**src/rtl/cpu_run_ctrl_if.sv**
```systemverilog
// rtl/cpu_run_ctrl_if.sv - board/CPU-side signal bundle for the run/step controller
interface cpu_run_ctrl_if;
  logic        BTN_STEP;
  logic        SW_RUN;
  logic        BRK_EN;
  logic [31:0] BRK_ADDR;
  logic [31:0] PC;
  logic        CPU_CE;
  logic        HALTED;
  logic [15:0] STEP_CNT;
  logic [1:0]  STATE;

  modport master (
    output BTN_STEP, SW_RUN, BRK_EN, BRK_ADDR, PC,
    input  CPU_CE, HALTED, STEP_CNT, STATE
  );

  modport slave (
    input  BTN_STEP, SW_RUN, BRK_EN, BRK_ADDR, PC,
    output CPU_CE, HALTED, STEP_CNT, STATE
  );
endinterface

```
**src/rtl/cpu_run_ctrl.sv**
```systemverilog
// rtl/cpu_run_ctrl.sv - CPU clock-enable generator from debounced step, divided free run and PC breakpoint
module cpu_run_ctrl #(
  parameter int DB_MAX  = 100000,
  parameter int DIV_MAX = 10000000
) (
  input  logic          CLK,
  input  logic          RST,
  cpu_run_ctrl_if.slave io
);

  localparam int DB_W  = 17;
  localparam int DIV_W = 24;
  localparam logic [DB_W-1:0]  DB_LAST  = DB_W'(DB_MAX - 1);
  localparam logic [DIV_W-1:0] DIV_LAST = DIV_W'(DIV_MAX - 1);

  typedef enum logic [1:0] {
    ST_IDLE = 2'd0,
    ST_RUN  = 2'd1,
    ST_STEP = 2'd2,
    ST_HALT = 2'd3
  } state_t;

  logic             btn_m_q, btn_m_d, btn_s_q, btn_s_d;
  logic             run_m_q, run_m_d, run_s_q, run_s_d;
  logic [DB_W-1:0]  db_cnt_q, db_cnt_d;
  logic             db_lvl_q, db_lvl_d, db_dly_q, db_dly_d;
  logic             step_pulse_q, step_pulse_d;
  state_t           state_q, state_d;
  logic [DIV_W-1:0] div_q, div_d;
  logic             cpu_ce_q, cpu_ce_d, halted_q, halted_d;
  logic [15:0]      step_cnt_q, step_cnt_d;
  logic             run_ce;

  always_comb begin
    btn_m_d      = io.BTN_STEP;
    btn_s_d      = btn_m_q;
    run_m_d      = io.SW_RUN;
    run_s_d      = run_m_q;
    db_lvl_d     = db_lvl_q;
    db_cnt_d     = '0;
    // The level only moves after DB_MAX consecutive disagreeing samples.
    if (btn_s_q != db_lvl_q) begin
      if (db_cnt_q == DB_LAST) begin
        db_lvl_d = btn_s_q;
      end else begin
        db_cnt_d = db_cnt_q + 1'b1;
      end
    end
    db_dly_d     = db_lvl_q;
    step_pulse_d = db_lvl_q & ~db_dly_q;
  end

  always_comb begin
    state_d = state_q;
    div_d   = div_q;
    run_ce  = 1'b0;
    case (state_q)
      ST_IDLE: begin
        if (run_s_q) begin
          state_d = ST_RUN;
          div_d   = '0;
        end else if (step_pulse_q) begin
          state_d = ST_STEP;
        end
      end
      ST_RUN: begin
        if (!run_s_q) begin
          state_d = ST_IDLE;
          div_d   = '0;
        end else if (div_q == DIV_LAST) begin
          div_d = '0;
          if (io.BRK_EN && (io.PC == io.BRK_ADDR)) begin
            state_d = ST_HALT;
          end else begin
            run_ce = 1'b1;
          end
        end else begin
          div_d = div_q + 1'b1;
        end
      end
      ST_STEP: state_d = ST_IDLE;
      ST_HALT: begin
        if (!run_s_q) begin
          state_d = ST_IDLE;
        end else if (step_pulse_q) begin
          state_d = ST_STEP;
        end
      end
      default: state_d = ST_IDLE;
    endcase
    // Outputs are registered, so they are derived from the next state.
    cpu_ce_d   = run_ce | (state_d == ST_STEP);
    halted_d   = (state_d == ST_HALT);
    step_cnt_d = cpu_ce_d ? step_cnt_q + 16'd1 : step_cnt_q;
  end

  always_ff @(posedge CLK) begin
    if (RST) begin
      btn_m_q      <= 1'b0;
      btn_s_q      <= 1'b0;
      run_m_q      <= 1'b0;
      run_s_q      <= 1'b0;
      db_cnt_q     <= '0;
      db_lvl_q     <= 1'b0;
      db_dly_q     <= 1'b0;
      step_pulse_q <= 1'b0;
      state_q      <= ST_IDLE;
      div_q        <= '0;
      cpu_ce_q     <= 1'b0;
      halted_q     <= 1'b0;
      step_cnt_q   <= '0;
    end else begin
      btn_m_q      <= btn_m_d;
      btn_s_q      <= btn_s_d;
      run_m_q      <= run_m_d;
      run_s_q      <= run_s_d;
      db_cnt_q     <= db_cnt_d;
      db_lvl_q     <= db_lvl_d;
      db_dly_q     <= db_dly_d;
      step_pulse_q <= step_pulse_d;
      state_q      <= state_d;
      div_q        <= div_d;
      cpu_ce_q     <= cpu_ce_d;
      halted_q     <= halted_d;
      step_cnt_q   <= step_cnt_d;
    end
  end

  assign io.CPU_CE   = cpu_ce_q;
  assign io.HALTED   = halted_q;
  assign io.STEP_CNT = step_cnt_q;
  assign io.STATE    = state_q;

endmodule

```
**src/flat_wrapper.sv**
```systemverilog
// flat-port wrapper written by rule: the top's interface ports become plain ports
module cpu_run_ctrl_flat 
#(
  parameter int DB_MAX  = 100000,
  parameter int DIV_MAX = 10000000
)
  (CLK, RST, io_BTN_STEP, io_SW_RUN, io_BRK_EN, io_BRK_ADDR, io_PC, io_CPU_CE, io_HALTED, io_STEP_CNT, io_STATE);
  cpu_run_ctrl_if io_i ();
  input  logic CLK;
  input  logic RST;
  input wire logic [$bits(io_i.BTN_STEP)-1:0] io_BTN_STEP;
  input wire logic [$bits(io_i.SW_RUN)-1:0] io_SW_RUN;
  input wire logic [$bits(io_i.BRK_EN)-1:0] io_BRK_EN;
  input wire logic [$bits(io_i.BRK_ADDR)-1:0] io_BRK_ADDR;
  input wire logic [$bits(io_i.PC)-1:0] io_PC;
  output wire logic [$bits(io_i.CPU_CE)-1:0] io_CPU_CE;
  output wire logic [$bits(io_i.HALTED)-1:0] io_HALTED;
  output wire logic [$bits(io_i.STEP_CNT)-1:0] io_STEP_CNT;
  output wire logic [$bits(io_i.STATE)-1:0] io_STATE;
  assign io_i.BTN_STEP = io_BTN_STEP;
  assign io_i.SW_RUN = io_SW_RUN;
  assign io_i.BRK_EN = io_BRK_EN;
  assign io_i.BRK_ADDR = io_BRK_ADDR;
  assign io_i.PC = io_PC;
  assign io_CPU_CE = io_i.CPU_CE;
  assign io_HALTED = io_i.HALTED;
  assign io_STEP_CNT = io_i.STEP_CNT;
  assign io_STATE = io_i.STATE;
  cpu_run_ctrl #(.DB_MAX(DB_MAX), .DIV_MAX(DIV_MAX)) u_core (.CLK(CLK), .RST(RST), .io(io_i));
endmodule
```
**config.mk**
```make
export PLATFORM = sky130hd
export DESIGN_NAME = cpu_run_ctrl_flat
export DESIGN_NICKNAME = d
export VERILOG_FILES = /design/src/rtl/cpu_run_ctrl_if.sv /design/src/rtl/cpu_run_ctrl.sv /design/src/flat_wrapper.sv
export SDC_FILE = /design/constraint.sdc
export NUM_CORES = 1
export LEC_CHECK = 0
export CAP_MARGIN = 40
export CORE_UTILIZATION = 50
export DETAILED_ROUTE_END_ITERATION = 7
export PLACE_DENSITY = 0.81
export SETUP_SLACK_MARGIN = 0.2
export SKIP_CTS_REPAIR_TIMING = 1
export SLEW_MARGIN = 20
export SYNTH_ARGS = -nofsm -noshare
export SYNTH_HDL_FRONTEND = slang
export SYNTH_SLANG_ARGS = --single-unit
```
**constraint.sdc**
```tcl
create_clock -name CLK -period 2.73 [get_ports CLK]
set_input_delay 0.546 -clock CLK [delete_from_list [all_inputs] [get_ports CLK]]
set_output_delay 0.546 -clock CLK [all_outputs]
set_load 0.01 [all_outputs]
```
Word-level counts from Yosys, hierarchy flattened
Index checks and enable logic that the tools add are counted.

cells by class
  reductions and logical operators = 6
  add/sub/neg operators = 3
  equal/unequal tests = 10
  mux-type cells = 15
  bitwise gates (word level) = 4

operators by type and width
  kind                                                    number
  two-way mux 24 bit                                      3
  case mux 24 bit (2 select lines)                        1
  equality test 32 bit                                    1
  adder 24 x 1 -> 24 bit (second input constant)          1
  equality test 24 bit (second input constant)            1
  adder 17 x 1 -> 17 bit (second input constant)          1
  equality test 17 bit (second input constant)            1
  adder 16 x 1 -> 16 bit (second input constant)          1
  two-way mux 2 bit                                       6
  equality test 2 bit (second input constant)             4
  case mux 2 bit (4 select lines)                         1
  two-way mux 1 bit                                       4
  AND reduction 2 bit                                     2
  OR reduction 3 bit                                      1
  equality test 2 x 1 -> 1 bit (second input constant)    1
  zero test 2 bit                                         1
  inequality test 2 x 1 -> 1 bit (second input constant)  1
  NOT 1 bit                                               2
  nonzero test 2 bit                                      1
  AND 1 bit                                               1
  logical AND 1 bit                                       1
  inequality test 1 bit                                   1
  OR 1 bit                                                1

word-level totals
  flip-flop bits (word level) = 68
  output and inout port bits = 20

Longest topological paths before layout
  depth after elaboration = 8
  gate-level depth with buffers = 8
  gate-level depth less buffers = 7

Worst setup path before layout
Ideal clock, no wire load.

  path type = in2reg
  start = input io_BRK_ADDR[29]
  end = register u_core.step_cnt_q[10] (netlist: u_core.io.STEP_CNT[10])
  arrival time = 2.406 ns
  library setup time = 0.123 ns
  stages on the path = 7
  setup slack = 0.201 ns
  data required time = 2.607 ns
  buffers on the path = 1
  cells stage by stage = xnor2_1 -> nand4_1 -> or4_1 -> o311ai_4 -> buf_2 -> a21oi_1 -> mux2_1

between the ends
  longest elaborated chain between the ends = 8

RTL lines
  element                          RTL line             RTL
  start: declaration               flat_wrapper.sv:14   input wire logic [$bits(io_i.BRK_ADDR)-1:0] io_BRK_ADDR;
  equality test 32 bit *           cpu_run_ctrl.sv:72   if (io.BRK_EN && (io.PC == io.BRK_ADDR)) begin
  logical AND 1 bit *              cpu_run_ctrl.sv:72
  two-way mux 2 bit                cpu_run_ctrl.sv:72
  two-way mux 2 bit                cpu_run_ctrl.sv:70   end else if (div_q == DIV_LAST) begin
  two-way mux 2 bit                cpu_run_ctrl.sv:67   if (!run_s_q) begin
  case mux 2 bit (4 select lines)  cpu_run_ctrl.sv:57   case (state_q)
  equality test 2 bit              cpu_run_ctrl.sv:92   cpu_ce_d = run_ce | (state_d == ST_STEP);
  OR 1 bit *                       cpu_run_ctrl.sv:92
  end signal: assignment           cpu_run_ctrl.sv:125  step_cnt_q <= step_cnt_d;
  end: declaration                 cpu_run_ctrl.sv:31   logic [15:0] step_cnt_q, step_cnt_d;

Every way passes the cells marked *; elsewhere a longest branch is shown, timed or not.
A chain may end at the register's enable or synchronous reset.

Worst setup path after layout
  start = register u_core.div_q[16]
  end = register u_core.step_cnt_q[11] (netlist: u_core.io.STEP_CNT[11])

between the ends
  longest elaborated chain between the ends = 6

RTL lines
  element                          RTL line             RTL
  start: declaration               cpu_run_ctrl.sv:29   logic [DIV_W-1:0] div_q, div_d;
  start signal: assignment         cpu_run_ctrl.sv:122  div_q <= div_d;
  equality test 24 bit *           cpu_run_ctrl.sv:70
  two-way mux 2 bit                cpu_run_ctrl.sv:70
  two-way mux 2 bit                cpu_run_ctrl.sv:67
  case mux 2 bit (4 select lines)  cpu_run_ctrl.sv:57
  equality test 2 bit              cpu_run_ctrl.sv:92
  OR 1 bit *                       cpu_run_ctrl.sv:92

Marked as above.

==> metrics.log <==
[metrics] result of the run: completed
[metrics] worst hold stages: 1
[metrics] FF+latch count, synth: 68
[metrics] worst voltage drop across the vdd grid: 0.183 mV
[metrics] number of remaining DRC errors: 0
[metrics] most numerous cell in the Yosys netlist: dfxtp_1
[metrics] Final min period: 2.54 ns
[metrics] cell-internal power: 0.00154 W
[metrics] max-slew violation count: 0
[metrics] area of the die: 7680 um^2
[metrics] CORE AREA: 6940 um^2
[metrics] worst-case hold path end point: u_core.step_pulse_q$_SDFF_PP0_
[metrics] ratio of total power to cell area: 410 nW/um^2
[metrics] fill count: 540
[metrics] Post-Syn Instances: 438
[metrics] worst slew pin tran: 0.644 ns
[metrics] Routed WL per cell: 13.4 um
[metrics] power consumption: 0.00203 W
[metrics] share of cells above drive strength 1: 9.55%
[metrics] count of inserted antenna diode cells: 0
[metrics] vias per std cell: 5.54
[metrics] cell types with the highest counts after synthesis: dfxtp_1 (68), nor2_1 (54), nand2_1 (31)
[metrics] sum of routed wire length over all layers: 8.47 mm
[metrics] TritonCTS clock tree: built
[metrics] number of cells on the worst reg-to-reg path: 7
[metrics] Clock H-tree levels: 3
[metrics] HPWL after detailed placement: 6.15 mm
[metrics] total buffers and inverters traversed by the critical path: 1
[metrics] switching component of the power: 0.000485 W
[metrics] sequential share of the synthesized area: 37.1%
[metrics] number of flops mapped to enable cells by yosys: 0
[metrics] Fmax achieved: 394 MHz
[metrics] Critical Path Source Type: flip-flop
[metrics] total global routing track utilization: 23.4%
[metrics] die height: 87.6 um
[metrics] startpoint of the lowest-slack hold path: u_core.db_dly_q$_SDFF_PP0_
[metrics] critical path cell sequence: or4b_1 > or4_4 > nor2_4 > o311ai_4 > buf_6 > a2111oi_4 > mux2_1
[metrics] synthesis-to-finish area growth: 34.8%
[metrics] row count: 30
[metrics] Non-Filler Cell Area, Final: 4940 um^2
[metrics] Buffers on Ports: 88
[metrics] TritonCTS sink count: 68
[metrics] global-route congestion overflow total: 0
[metrics] setup repair after global routing missed its margin: true
[metrics] Synth area leader: dfxtp_1
[metrics] Mapped Avg Cell Area: 8.37 um^2
[metrics] total number of yosys warnings: 0
[metrics] antenna violations before repair: 0
[metrics] number of buffers on the longest clock path: 2
[metrics] destination of the worst register-to-register timing path: u_core.io.STEP_CNT[11]$_SDFFE_PP0P_
[metrics] initial core utilization: 52.8%
[metrics] DRC violation total after the first TritonRoute iteration: 125
[metrics] Final ANT Viol Nets: 0
[metrics] cell leakage power: 1.71 nW
[metrics] final setup vio count: 0
[metrics] post-layout util: 71.2%
[metrics] net count of the finished layout: 601
[metrics] required time reported for the critical path endpoint: 2.97 ns
[metrics] ys flop type: dfxtp_1
[metrics] register cell area after layout: 1370 um^2
[metrics] Async S/R FF share, synth: 0%
[metrics] worst setup slack before clock tree synthesis: -0.219 ns
[metrics] slack of the worst reg-to-reg path: 0.19 ns
[metrics] latest clock arrival within the worst-skew pair: 0.35 ns
[metrics] top post-synthesis cells by area: dfxtp_1 (37%), xor2_1 (6.0%), nor2_1 (5.5%)
[metrics] data arrival time of the critical path: 2.78 ns
[metrics] critical setup path kind: reg -> reg
[metrics] logic gate share of total power: 9.5%
[metrics] vias post-DR: 3,491
[metrics] post-synth net total: 510
[metrics] smallest setup slack after layout: 0.194 ns
[metrics] weighted congestion at the end of routability-driven global placement: 0.788
[metrics] TritonRoute pass-1 iters: 4
[metrics] post-route clock period utilization: 92.9%
[metrics] final hold violation count: 0
[metrics] Reg-to-Reg Start: u_core.div_q[16]$_SDFFE_PP0P_
[metrics] clock share of power: 41.3%
[metrics] fraction of power consumed by sequential logic: 49.2%
[metrics] first-pass GRT wire length: 14.1 mm
[metrics] I/O pin cnt: 89
[metrics] via count of the first global-routing pass: 3,259
[metrics] CTS root buf: clkbuf_8
[metrics] sort of element at the end of the critical path: flip-flop
[metrics] portion of synthesized cell area occupied by the leading cell type: 37.1%
[metrics] Critical Path Fanout Max: 7
[metrics] overall die width: 87.6 um
[metrics] Tightest Hold Check Type: reg -> reg
[metrics] instance area after placement: 4670 um^2
[metrics] # Max-Cap Violations: 0
[metrics] clock edge transition at the registers on the reported setup and hold paths: 0.08 ns
[metrics] library cell contributing the largest single delay on the critical path: or4_4
[metrics] combined area of all synthesized cells: 3660 um^2
[metrics] worst clock skew: 0.00671 ns
[metrics] cell family with most CP delay: simple AND/OR/NAND/NOR gates
[metrics] Sw Ratio: 23.9%
[metrics] number of CTS-inserted buffers: 9
[metrics] footprint of the multi-input gates: 2240 um^2
[metrics] Netlist cell types: 55
[metrics] maximum cell stage delay along the critical path: 0.47 ns
[metrics] worst slew margin relative to its limit: 57.1%
[metrics] largest net degree at the start of global routing: 64
==> flip-flops by register name, summed over array words and instances, names as in the netlist, 2 cells and up <==
signal and flops:
u_core.db_cnt_q 17, u_core.io.STEP_CNT 16, u_core.div_q 24, u_core.io.STATE 2
==> how the worst max path moves through the flow <==
stage,from,endpoint,slack (ns),cells after the start
after floorplan,io_BRK_ADDR[29],u_core.io.STEP_CNT[10]$_SDFFE_PP0P_,0.20,7
after global placement,io_BRK_ADDR[4],u_core.io.STEP_CNT[5]$_SDFFE_PP0P_,-0.16,7
after detailed placement,io_BRK_ADDR[4],u_core.io.STEP_CNT[8]$_SDFFE_PP0P_,-0.22,8
after CTS,u_core.div_q[0]$_SDFFE_PP0P_,u_core.io.STEP_CNT[11]$_SDFFE_PP0P_,0.15,8
after global routing,u_core.div_q[11]$_SDFFE_PP0P_,u_core.io.STEP_CNT[11]$_SDFFE_PP0P_,0.12,7
final,u_core.div_q[16]$_SDFFE_PP0P_,u_core.io.STEP_CNT[11]$_SDFFE_PP0P_,0.19,7
==> cells in the final DEF (no fill, tap or decap), types with 6 or more instances in the layout <==
cell,netlist,layout
a21oi_1,30,30
a311oi_1,7,7
a31oi_1,7,7
and3_1,8,8
buf_4,0,10
clkbuf_8,0,9
clkdlybuf4s50_1,0,81
dfxtp_1,68,65
dlymetal6s2s_1,0,6
inv_1,6,6
mux2_1,9,9
nand2_1,31,31
nand3_1,25,24
nand4_1,12,12
nor2_1,54,54
nor2b_1,20,20
nor3_1,9,9
nor4_1,9,7
o21ai_0,15,14
xnor2_1,23,22
xor2_1,25,25
==> metrics by stage <==
step / TNS [ns] / std cells / hold WS [ns]
floorplan: 0 / 438 / 0.367
global placement: -1.89 / 613 / 0.385
detailed placement: -2.67 / 613 / 0.388
CTS: 0 / 629 / 0.408
global route: 0 / 630 / 0.404
finish: 0 / 630 / 0.403
==> final cells by class <==
cell class                      instances  share of cell area [%]
Multi-Input combinational cell        344                    45.4
Sequential cell                        68                    27.6
Timing Repair Buffer                  100                    20.0
Clock buffer                            9                    2.51
Tap cell                               96                    2.43
Clock inverter                          7                    1.54
Inverter                                6                   0.456
==> power groups by stage <==
stage                     Clock [W]  Sequential (W)  Combinational, W
after floorplan                   0         0.00102         0.0000718
after global placement            0         0.00102          0.000188
after CTS                  0.000851        0.000997          0.000193
after global routing       0.000884        0.000997          0.000208
after detailed placement          0         0.00102          0.000192
final                      0.000838        0.000997          0.000193
==> cell families after synthesis <==
logic type	after synthesis	synth area share, %
AND/OR/NAND/NOR	197	28.3
AO/OA/AOI/OAI	81	14.8
flip-flops	68	37.1
XOR/XNOR	48	11.5
buffers and inverters	26	2.73
multiplexers	15	4.57
adder cells (fa/ha/maj)	3	1.02
==> metal layers <==
metal	share of wire [%]	global-route usage (%)
met1	41	28.2
met2	50	40.0
met3	6.2	4.81
met4	2.3	11.3
met5	0	0
(Power assumes the default switching activity.)
